$ cat config.mk
export PLATFORM = sky130hd
export DESIGN_NAME = counter_mode_ctrl
export DESIGN_NICKNAME = d
export VERILOG_FILES = /design/src/rtl/counter_pkg.sv /design/src/rtl/btn_debounce.sv /design/src/rtl/counter_mode_ctrl.sv
export SDC_FILE = /design/constraint.sdc
export NUM_CORES = 1
export LEC_CHECK = 0
export CAP_MARGIN = 20
export CORE_MARGIN = 1.5
export CORE_UTILIZATION = 50
export CTS_BUF_LIST = sky130_fd_sc_hd__clkbuf_2
export CTS_CLUSTER_SIZE = 24
export DETAILED_ROUTE_END_ITERATION = 16
export GPL_TIMING_DRIVEN = 0
export PLACE_DENSITY = 0.75
export SYNTH_ARGS = -nofsm -noshare
export SYNTH_HDL_FRONTEND = slang
export SYNTH_SLANG_ARGS = --single-unit
$ cat constraint.sdc
create_clock -name clk -period 1.45 [get_ports clk]
set_input_delay 0.145 -clock clk [delete_from_list [all_inputs] [get_ports clk]]
set_output_delay 0.145 -clock clk [all_outputs]
set_load 0.005 [all_outputs]
$ cat src/rtl/counter_pkg.sv
// Shared types for the counter control slice: mode encodings and counter limit helper.
// Pure definitions, no latency, no flow control.
package counter_pkg;

   typedef enum logic [1:0] {
      MODE_UP     = 2'd0,
      MODE_DOWN   = 2'd1,
      MODE_BOUNCE = 2'd2
   } mode_t;

   // Largest value representable by a counter of the given width.
   function automatic logic [31:0] CNT_MAX(input int unsigned width);
      return (32'd1 << width) - 32'd1;
   endfunction

endpackage

$ cat src/rtl/btn_debounce.sv
// Raw button -> 2-FF sync -> debounce -> one-cycle press pulse on debounced rising edge.
// Pulse is combinational from registers, DEBOUNCE_CYCLES+1 edges after first sample; no backpressure.
module btn_debounce #(
   parameter int DEBOUNCE_CYCLES = 4
) (
   input  logic clk,
   input  logic reset_n,
   input  logic btn,
   output logic press
);

   localparam int CW = $clog2(DEBOUNCE_CYCLES);
   localparam logic [CW-1:0] LAST = CW'(DEBOUNCE_CYCLES - 1);

   logic          sync_ff1;
   logic          sync_ff2;
   logic          deb;
   logic          deb_q;
   logic [CW-1:0] cnt;

   always_ff @(posedge clk or negedge reset_n) begin
      if (!reset_n) begin
         sync_ff1 <= 1'b0;
         sync_ff2 <= 1'b0;
         deb      <= 1'b0;
         deb_q    <= 1'b0;
         cnt      <= '0;
      end else begin
         sync_ff1 <= btn;
         sync_ff2 <= sync_ff1;
         deb_q    <= deb;
         // Any cycle where the synchronised level agrees restarts the stability window.
         if (sync_ff2 == deb) begin
            cnt <= '0;
         end else if (cnt == LAST) begin
            deb <= ~deb;
            cnt <= '0;
         end else begin
            cnt <= cnt + CW'(1);
         end
      end
   end

   assign press = deb & ~deb_q;

endmodule

$ cat src/rtl/counter_mode_ctrl.sv
// Turns debounced load/mode buttons into load_en/up_down/counter_in for the up/down counter.
// Controls register DEBOUNCE_CYCLES+2 edges after a press; bounce reversal has zero slack; no backpressure.
module counter_mode_ctrl
   import counter_pkg::*;
#(
   parameter int CNT_WIDTH       = 3,
   parameter int DEBOUNCE_CYCLES = 4
) (
   input  logic                 clk,
   input  logic                 reset_n,
   input  logic                 btn_load,
   input  logic                 btn_mode,
   input  logic [CNT_WIDTH-1:0] load_value,
   input  logic [CNT_WIDTH-1:0] counter_out,
   output logic                 load_en,
   output logic                 up_down,
   output logic [CNT_WIDTH-1:0] counter_in,
   output logic [1:0]           mode
);

   localparam logic [CNT_WIDTH-1:0] MAX    = CNT_WIDTH'(CNT_MAX(CNT_WIDTH));
   localparam logic [CNT_WIDTH-1:0] MAX_M1 = CNT_WIDTH'(CNT_MAX(CNT_WIDTH) - 32'd1);
   localparam logic [CNT_WIDTH-1:0] ONE    = CNT_WIDTH'(1);

   mode_t mode_q;
   logic  load_evt;
   logic  mode_evt;
   logic  load_top;
   logic  load_bottom;

   btn_debounce #(
      .DEBOUNCE_CYCLES(DEBOUNCE_CYCLES)
   ) u_load_db (
      .clk     (clk),
      .reset_n (reset_n),
      .btn     (btn_load),
      .press   (load_evt)
   );

   btn_debounce #(
      .DEBOUNCE_CYCLES(DEBOUNCE_CYCLES)
   ) u_mode_db (
      .clk     (clk),
      .reset_n (reset_n),
      .btn     (btn_mode),
      .press   (mode_evt)
   );

   assign load_top    = load_evt && (load_value == MAX);
   assign load_bottom = load_evt && (load_value == '0);

   always_ff @(posedge clk or negedge reset_n) begin
      if (!reset_n) begin
         load_en    <= 1'b0;
         up_down    <= 1'b1;
         counter_in <= '0;
         mode_q     <= MODE_UP;
      end else begin
         load_en <= load_evt;
         if (load_evt) begin
            counter_in <= load_value;
         end

         if (mode_evt) begin
            case (mode_q)
               MODE_UP: begin
                  mode_q  <= MODE_DOWN;
                  up_down <= 1'b0;
               end
               MODE_DOWN: begin
                  // Direction carries over into BOUNCE unless a coincident load pins it.
                  mode_q <= MODE_BOUNCE;
                  if (load_top) begin
                     up_down <= 1'b0;
                  end else if (load_bottom) begin
                     up_down <= 1'b1;
                  end
               end
               default: begin
                  mode_q  <= MODE_UP;
                  up_down <= 1'b1;
               end
            endcase
         end else if (mode_q == MODE_BOUNCE) begin
            if (load_evt) begin
               if (load_top) begin
                  up_down <= 1'b0;
               end else if (load_bottom) begin
                  up_down <= 1'b1;
               end
            end else if (!load_en) begin
               // counter_out is stale while a load is in flight, so skip that cycle.
               if (up_down && (counter_out == MAX_M1)) begin
                  up_down <= 1'b0;
               end else if (!up_down && (counter_out == ONE)) begin
                  up_down <= 1'b1;
               end
            end
         end
      end
   end

   assign mode = mode_q;

endmodule
; ---- Word-level counts from Yosys, hierarchy flattened
; Cells that the tools add are included.
[classes]
addsub = 2
eq_ne = 10
muxes = 14
bitwise_logic = 8
reduce_logical = 12
[ops]
columns = operator, count
row1 = 2-to-1 mux 1 bit, 8
row2 = 2-to-1 mux 2 bit, 4
row3 = equality test 2 bit (second input constant), 3
row4 = equality test 3 bit (second input constant), 2
row5 = NOT 1 bit, 6
row6 = adder 2 x 1 -> 2 bit (second input constant), 2
row7 = logical AND 1 bit, 4
row8 = case mux 2 bit (2 select lines), 1
row9 = AND reduction 2 bit, 2
row10 = nonzero test 4 bit, 1
row11 = equality test 3 x 1 -> 1 bit (second input constant), 1
row12 = logical NOT 3 bit, 1
row13 = inequality test 3 x 1 -> 1 bit (second input constant), 1
row14 = AND reduction 3 bit, 1
row15 = bitwise AND 1 bit, 2
row16 = equality test 1 bit, 2
row17 = equality test 2 x 1 -> 1 bit (second input constant), 1
row18 = logical NOT 2 bit, 1
row19 = case mux 1 bit (2 select lines), 1
row20 = nonzero test 2 bit, 1
row21 = logical NOT 1 bit, 1
[totals]
regBits = 19

; ---- Longest topological paths before layout
; Gate-level depths: netlist of run 1.
[depth]
ltp_word = 8
depth_mapped = 5
mapped_depth_nobuf = 5

; ---- Hierarchy
; From an unflattened synthesis of run 1, not the netlist that was laid out.
[hier_totals]
hier_cells = 58
hier_area_um2 = 773.2
[modules_own_cells]
columns = module, instances, cells_per_inst, area_each_um2
row1 = btn_debounce, 2, 12, 205.2
row2 = counter_mode_ctrl, 1, 34, 362.8

; ---- Least setup slack after synthesis of run 1
; No wires, ideal clock.
[synth_timing]
kind = reg-to-reg
start = register up_down
end = register up_down
t_arrival_ps = 1164
required_ps = 1391
path_slack_ps = 227
path_stages_with_launch = 4
period_less_slack_ps = 1223
path_cell_list = dfstp_2 -> nand2_1 -> a2111oi_0 -> o31a_2
[synth_via]
elab_chain_cells = 6
word_cells_on_any_way = 13
cone_classes = mux (8) / reduce/logical (5)
[synth_rtl]
columns = element, line_no
row1 = start: declaration, counter_mode_ctrl.sv:16  ; output logic up_down,
row2 = start signal: assignment, counter_mode_ctrl.sv:55  ; up_down <= 1'b1;
row3 = start signal: assignment, counter_mode_ctrl.sv:68  ; up_down <= 1'b0;
row4 = start signal: assignment, counter_mode_ctrl.sv:74  ; up_down <= 1'b0;
row5 = logical AND 1 bit, counter_mode_ctrl.sv:93  ; if (up_down && (counter_out == MAX_M1)) begin
row6 = 2-to-1 mux 1 bit, counter_mode_ctrl.sv:93
row7 = 2-to-1 mux 1 bit, counter_mode_ctrl.sv:91  ; end else if (!load_en) begin
row8 = 2-to-1 mux 1 bit, counter_mode_ctrl.sv:85  ; if (load_evt) begin
row9 = 2-to-1 mux 1 bit, counter_mode_ctrl.sv:84  ; end else if (mode_q == MODE_BOUNCE) begin
row10 = 2-to-1 mux 1 bit, counter_mode_ctrl.sv:64  ; if (mode_evt) begin
; Several ways; a longest one is shown, not always the timed one. The select of a mux whose other input is x is not followed.
; A chain may end at the register's enable or synchronous reset.

; ---- Worst setup path in the final report of run 1
; Ends and elaborated chain as after synthesis.

==> results of run 1 <==
[through the flow]
step | power (mW) | setup WS (ps)
finish | 1.820 | 38.40
global route | 1.972 | -13.70
CTS | 1.779 | 17.83
detailed placement | 1.548 | -59.79
global placement | 1.523 | -26.56
floorplan | 1.241 | 227.1
[what timing repair did]
item                       4_1_cts  5_1_grt
setup endpoints to repair        1        4
gates resized for setup          1        3
setup buffers                    1        3
[state kept, by name, summed over array words and instances, names as in the netlist, 2 cells and up]
name / count
mode: 2
u_load_db.cnt: 2
u_mode_db.cnt: 2
counter_in: 3
[logic make-up after synthesis]
family | Yosys count | share of synthesized area [%]
buf+inv | 2 | 0.9811
flops | 19 | 62.36
compound gates | 9 | 7.366
xor+xnor | 2 | 2.292
mux | 3 | 4.419
fa+ha+maj | 2 | 3.273
simple gates | 27 | 19.31
[cell type report]
cell class / count / area [um2] / share of cell area (%)
sequential: 19 / 476.7 / 47.68
multi-input combinational: 43 / 285.3 / 28.54
timing repair buffer: 20 / 191.4 / 19.15
clock buffer: 4 / 20.02 / 2.003
tap: 15 / 18.77 / 1.877
inverter: 2 / 7.507 / 0.7509
[cell usage in the layout (no fill, tap or decap), drive strengths merged]
master and instances:
a2111oi 1, dfstp 1, clkdlybuf4s50 14, a21oi 2, or4b 1, ha 2
xnor2 2, buf 4, dlygate4sd2 1, dfrtp 18, o31ai 1, nand2b 3
nor2 3, o21ai 4, dlymetal6s2s 1, nor4 1, nor4bb 1, o31a 1
nor3 2, mux2 3, inv 2, clkbuf 4, nor2b 3, and4 1
nand2 12
[worst register-to-register path: stages, from the launching register on]
cell and delay [ps]:
dfstp_2 410, buf_4 150, or4b_4 480, nor4_2 170, o31a_2 180
[layer usage]
metal,routed length (um),share of wire (%),track usage [%],up-vias
li1,-,-,-,271
met1,613,46,20.86,263
met2,610,46,24.69,13
met3,66,4.9,4.310,4
met4,43,3.2,11.25,0
met5,0,0,0,-
[path summary, 6_finish.rpt]
kind | startpoint | end | slack, ps | cells after the start
max in group asynchronous | reset_n | u_mode_db.sync_ff1 | 660 | 1
worst max-delay path | up_down | up_down | 40 | 4
worst min register to register | u_mode_db.sync_ff1 | u_mode_db.sync_ff2 | 370 | 0
worst min-delay path | btn_load | u_load_db.sync_ff1 | 260 | 1
min in group asynchronous | reset_n | load_en | 290 | 1
worst max register to register | up_down | up_down | 40 | 4
[report_power, final]
part | switching (mW) | total, mW | internal [mW]
combinational | 0.315 | 0.739 | 0.425
clock | 0.151 | 0.224 | 0.0731
sequential | 0.124 | 0.857 | 0.733
==> metrics, run 1 <==
outcome complete, no violations; Layout fillers 97; pwr dens 1821 nW/um2; Antenna Diode Count 0; minimum clock period 1412 ps; final core utilization 73.17%; largest stage delay on the critical path 480 ps; Syn Inst Count 64; Post-Route WL 1334 um; Synth warnings 0; Clock Skews 9.161 ps; global-route wire length before repair 2125 um; # rows 13; Die Y-Extent 42.10 um; RSZ-0062 raised after global routing true; initial antenna violation count 0; gpl congestion 0.8041; Via density 5.350; Iter 0 DRT Violations 10; Port Buffers 16; All-Layer GR Usage 16.48%; Net Count, Synth 76; initial core utilization 55.95%; share of cells above drive strength 1 19.32%; CP Launch Type flop; synthesized flop and latch total 19; H-tree levels 1; hpwl dp 902.7 um; CP arrival 1670 ps; area grow syn2layout 30.77%; Post-synth EDFFs 0; Worst path slowest cell or4b_4; largest area contributor in the netlist dfrtp_1; Max Fanout on Critical Path 7; CP top delay family simple AND/OR/NAND/NOR gates; DIE WIDTH 42.10 um; Fin. Hold Viols 0; CP Capture Type flop; fin nets 101; total CTS buffers 3; Syn Std Cell Area 764.5 um2; leak pwr 0.4671 nW; syn avg cell area 11.95 um2; Placed Cells 95; vias in the first global route 494; crit path buf inv count 1; fin cells 103; DR DRC count 0; predominant post-synthesis flop cell dfrtp_1; Worst-Margin Slew 808.5 ps; Final Max Tran Viols 0; clk slew on worst S/H paths 170 ps; Max Cap Viol 0; largest net degree at the start of global routing 20; CP Class flop to flop; via count 551; maximum vdd drop 0.001030 V; CTS tree yes; Min Hold Slack 261.3 ps; Design Area, Final 999.7 um2; Synth async-reset ratio 100.0%; CTS Hold Bufs 0; Die Footprint 1772 um2; most frequent cells after synthesis dfrtp_1 (18), nand2_1 (12), o21ai_0 (4); register area share after synthesis 62.36%; Final Setup Violations 0; Post-DRT Antenna Nets 0; fin crit share 97.35%; Hold Crit Class input port to flop; GRT overflow 0; core region area 1366 um2; clk sinks 19; CTS max path bufs 2; CP Cell Sequence buf_4 > or4b_4 > nor4_2 > o31a_2; WP data required 1710 ps; share of the synthesized area in the top cell type 58.92%; Achievable Freq 708.4 MHz; post-DR wirelength/cell 12.95 um; Pre-antenna DRT Iters 3; Yosys cell types 22; Root Driver clkbuf_2; dominant cells by area after synthesis dfrtp_1 (59%), nand2_1 (5.9%), mux2_2 (4.4%); IO Count 17; Max-slew headroom 45.93%; most common cell in the netlist dfrtp_1; Post-DP Area 943.4 um2; clock latency on the worst-skew pair 300 ps; Setup TNS 0 ps
Note: power is estimated with default switching activity, not from simulation.
==> inputs of run 2 (changes only) <==
--- a/config.mk
+++ b/config.mk
@@ -7,12 +7,12 @@
 export LEC_CHECK = 0
 export CAP_MARGIN = 20
 export CORE_MARGIN = 1.5
-export CORE_UTILIZATION = 50
+export CORE_UTILIZATION = 42
 export CTS_BUF_LIST = sky130_fd_sc_hd__clkbuf_2
 export CTS_CLUSTER_SIZE = 24
 export DETAILED_ROUTE_END_ITERATION = 16
 export GPL_TIMING_DRIVEN = 0
-export PLACE_DENSITY = 0.75
+export PLACE_DENSITY = 0.64
 export SYNTH_ARGS = -nofsm -noshare
 export SYNTH_HDL_FRONTEND = slang
 export SYNTH_SLANG_ARGS = --single-unit
==> metrics, run 2 (synthesis results as in run 1) <==
fin crit share 96.92% (-0.43 points); Worst path slowest cell dfstp_2; total CTS buffers 3 (unchanged); Max Cap Viol 0 (unchanged); via count 540 (-2.0%); maximum vdd drop 0.0008899 V (-14%); core region area 1727 um2 (+26%); Final Setup Violations 0 (unchanged); Final Max Tran Viols 0 (unchanged); Post-DRT Antenna Nets 0 (unchanged); All-Layer GR Usage 14.99% (-1.5 points); WP data required 1690 ps (-20 ps); Reg2Reg Depth 4 (unchanged); DIE WIDTH 45.67 um (+8.5%); pre-CTS setup slack -23.77 ps (+36.03 ps); worst reg2reg endpoint up_down; IO Count 17 (unchanged); H-tree levels 1 (unchanged); fin nets 98 (-3.0%); initial antenna violation count 0 (unchanged); Die Y-Extent 45.67 um (+8.5%); Placed Cells 105 (+11%); crit path buf inv count 1 (unchanged); clk sinks 19 (unchanged); Post-Route WL 1319 um (-1.1%); Max-slew headroom 46.48% (+0.55 points); Tot Pwr 1.757 mW (-3.4%); Hold Crit Class input port to flop; Fin. Hold Viols 0 (unchanged); Pre-antenna DRT Iters 3 (unchanged); DR DRC count 0 (unchanged); worst hold start btn_mode; Die Footprint 2085 um2 (+18%); CP Launch Type flop; Clock Skews 4.557 ps (-4.604 ps); Design Area, Final 991.0 um2 (-0.88%); max FFs per register 3 (unchanged); Reg with most FFs counter_in; clk slew on worst S/H paths 160 ps (about the same); Via density 4.909 (-8.2%); pwr dens 1773 nW/um2 (-2.6%); CTS tree yes; flop2flop setup slack 40 ps (about the same); Antenna Diode Count 0 (unchanged); CP top delay family compound AO/OA/AOI/OAI gates; RSZ-0062 raised after global routing true; Hold Path Sink u_mode_db.sync_ff1; outcome complete, no violations; global-route wire length before repair 2187 um (+2.9%); Root Driver clkbuf_2; Post-DP Area 955.9 um2 (+1.3%); largest net degree at the start of global routing 20 (unchanged); largest stage delay on the critical path 570 ps (+90 ps); Port Buffers 16 (unchanged); share of cells above drive strength 1 16.47% (-2.8 points); GRT overflow 0 (unchanged); R2R Path Start up_down; vias in the first global route 512 (+3.6%); # rows 15 (+2); Max Fanout on Critical Path 7 (unchanged); CP Capture Type flop; Worst Hold Depth 1 (unchanged); most frequent cells in the layout dfrtp_1 (18), clkdlybuf4s50_1 (13), nand2_1 (12); gpl congestion 0.8140 (+1.2%); CTS max path bufs 2 (unchanged); fin cells 110 (+6.8%); Achievable Freq 711.6 MHz (+0.45%); setup slack after layout 44.68 ps (+6.280 ps); CP Cell Sequence buf_4 > nand2_1 > a2111oi_0 > o31a_2; CTS Hold Bufs 0 (unchanged); CP arrival 1650 ps (-20 ps); leak pwr 0.4656 nW (-0.31%); initial core utilization 44.28% (-12 points); area grow syn2layout 29.62%; Worst-Margin Slew 800.2 ps (-8.287 ps); CP Class flop to flop; minimum clock period 1405 ps (-6.280 ps); most common cell after layout, fill and taps aside dfrtp_1; hpwl dp 959.5 um (+6.3%); Setup TNS 0 ps (unchanged); clock latency on the worst-skew pair 290 ps (about the same); Iter 0 DRT Violations 13 (+3); post-DR wirelength/cell 11.99 um (-7.4%)
[run 2: cell types whose count changed in the layout (fill, tap and decap cells not counted), sizes merged]
cell | before | now
clkdlybuf4s50 | 14 | 13
buf | 4 | 1
dlymetal6s2s | 1 | 2
[run 2: worst max-delay path by stage]
| stage | startpoint | to | cells after the start |
|---|---|---|---|
| floorplan | up_down | up_down | 3 |
| global placement | counter_out[1] | up_down | 4 |
| detailed placement | counter_out[1] | up_down | 4 |
| CTS | mode[0] | mode[0] | 1 |
| global route | up_down | up_down | 4 |
| finish | up_down | up_down | 4 |
[run 2: layout make-up]
cell class / instances / area (um2)
repair buffers: 17 / 171.4
fillers: 164 / 735.7
well taps: 25 / 31.28
clock buffers: 4 / 20.02
flip-flops and latches: 19 / 476.7
multi-input cells: 43 / 284.0
inverters: 2 / 7.507
[run 2: per-stage QoR]
stage                     hold WS [ps]  utilization (%)
after global routing             242.4            57.39
after floorplan                 -150.6                -
after CTS                        257.0            56.88
after detailed placement         337.8            55.36
after global placement           334.6            55.36
final                            270.3            57.39
[run 2: repair_timing]
| item | 4_1_cts | 5_1_grt |
|---|---|---|
| setup endpoints to repair | 1 | 3 |
| setup buffers | 1 | 0 |
| resized for setup | 1 | 3 |
| endpoints found under the hold margin | 0 | 0 |
[run 2: power breakdown]
group	internal, mW	switching (mW)	total (mW)	leakage [nW]
Combinational	0.379	0.285	0.665	0.218
Clock	0.0731	0.146	0.219	0.0166
Sequential	0.734	0.140	0.874	0.231
[run 2: routing by layer]
metal | track usage, % | part of all wire [%] | vias up
li1 | - | - | 262
met1 | 21.20 | 46 | 260
met2 | 21.41 | 47 | 16
met3 | 5.159 | 5.6 | 2
met4 | 5.294 | 0.83 | 0
met5 | 0 | 0 | -
==> inputs of run 3 (changes only) <==
--- a/config.mk
+++ b/config.mk
@@ -9,6 +9,7 @@
 export CORE_MARGIN = 1.5
 export CORE_UTILIZATION = 42
 export CTS_BUF_LIST = sky130_fd_sc_hd__clkbuf_2
+export CTS_CLUSTER_DIAMETER = 40
 export CTS_CLUSTER_SIZE = 24
 export DETAILED_ROUTE_END_ITERATION = 16
 export GPL_TIMING_DRIVEN = 0
==> results of run 3 <==
Same layout as run 2: the final DEF is identical, and so are final timing and power.
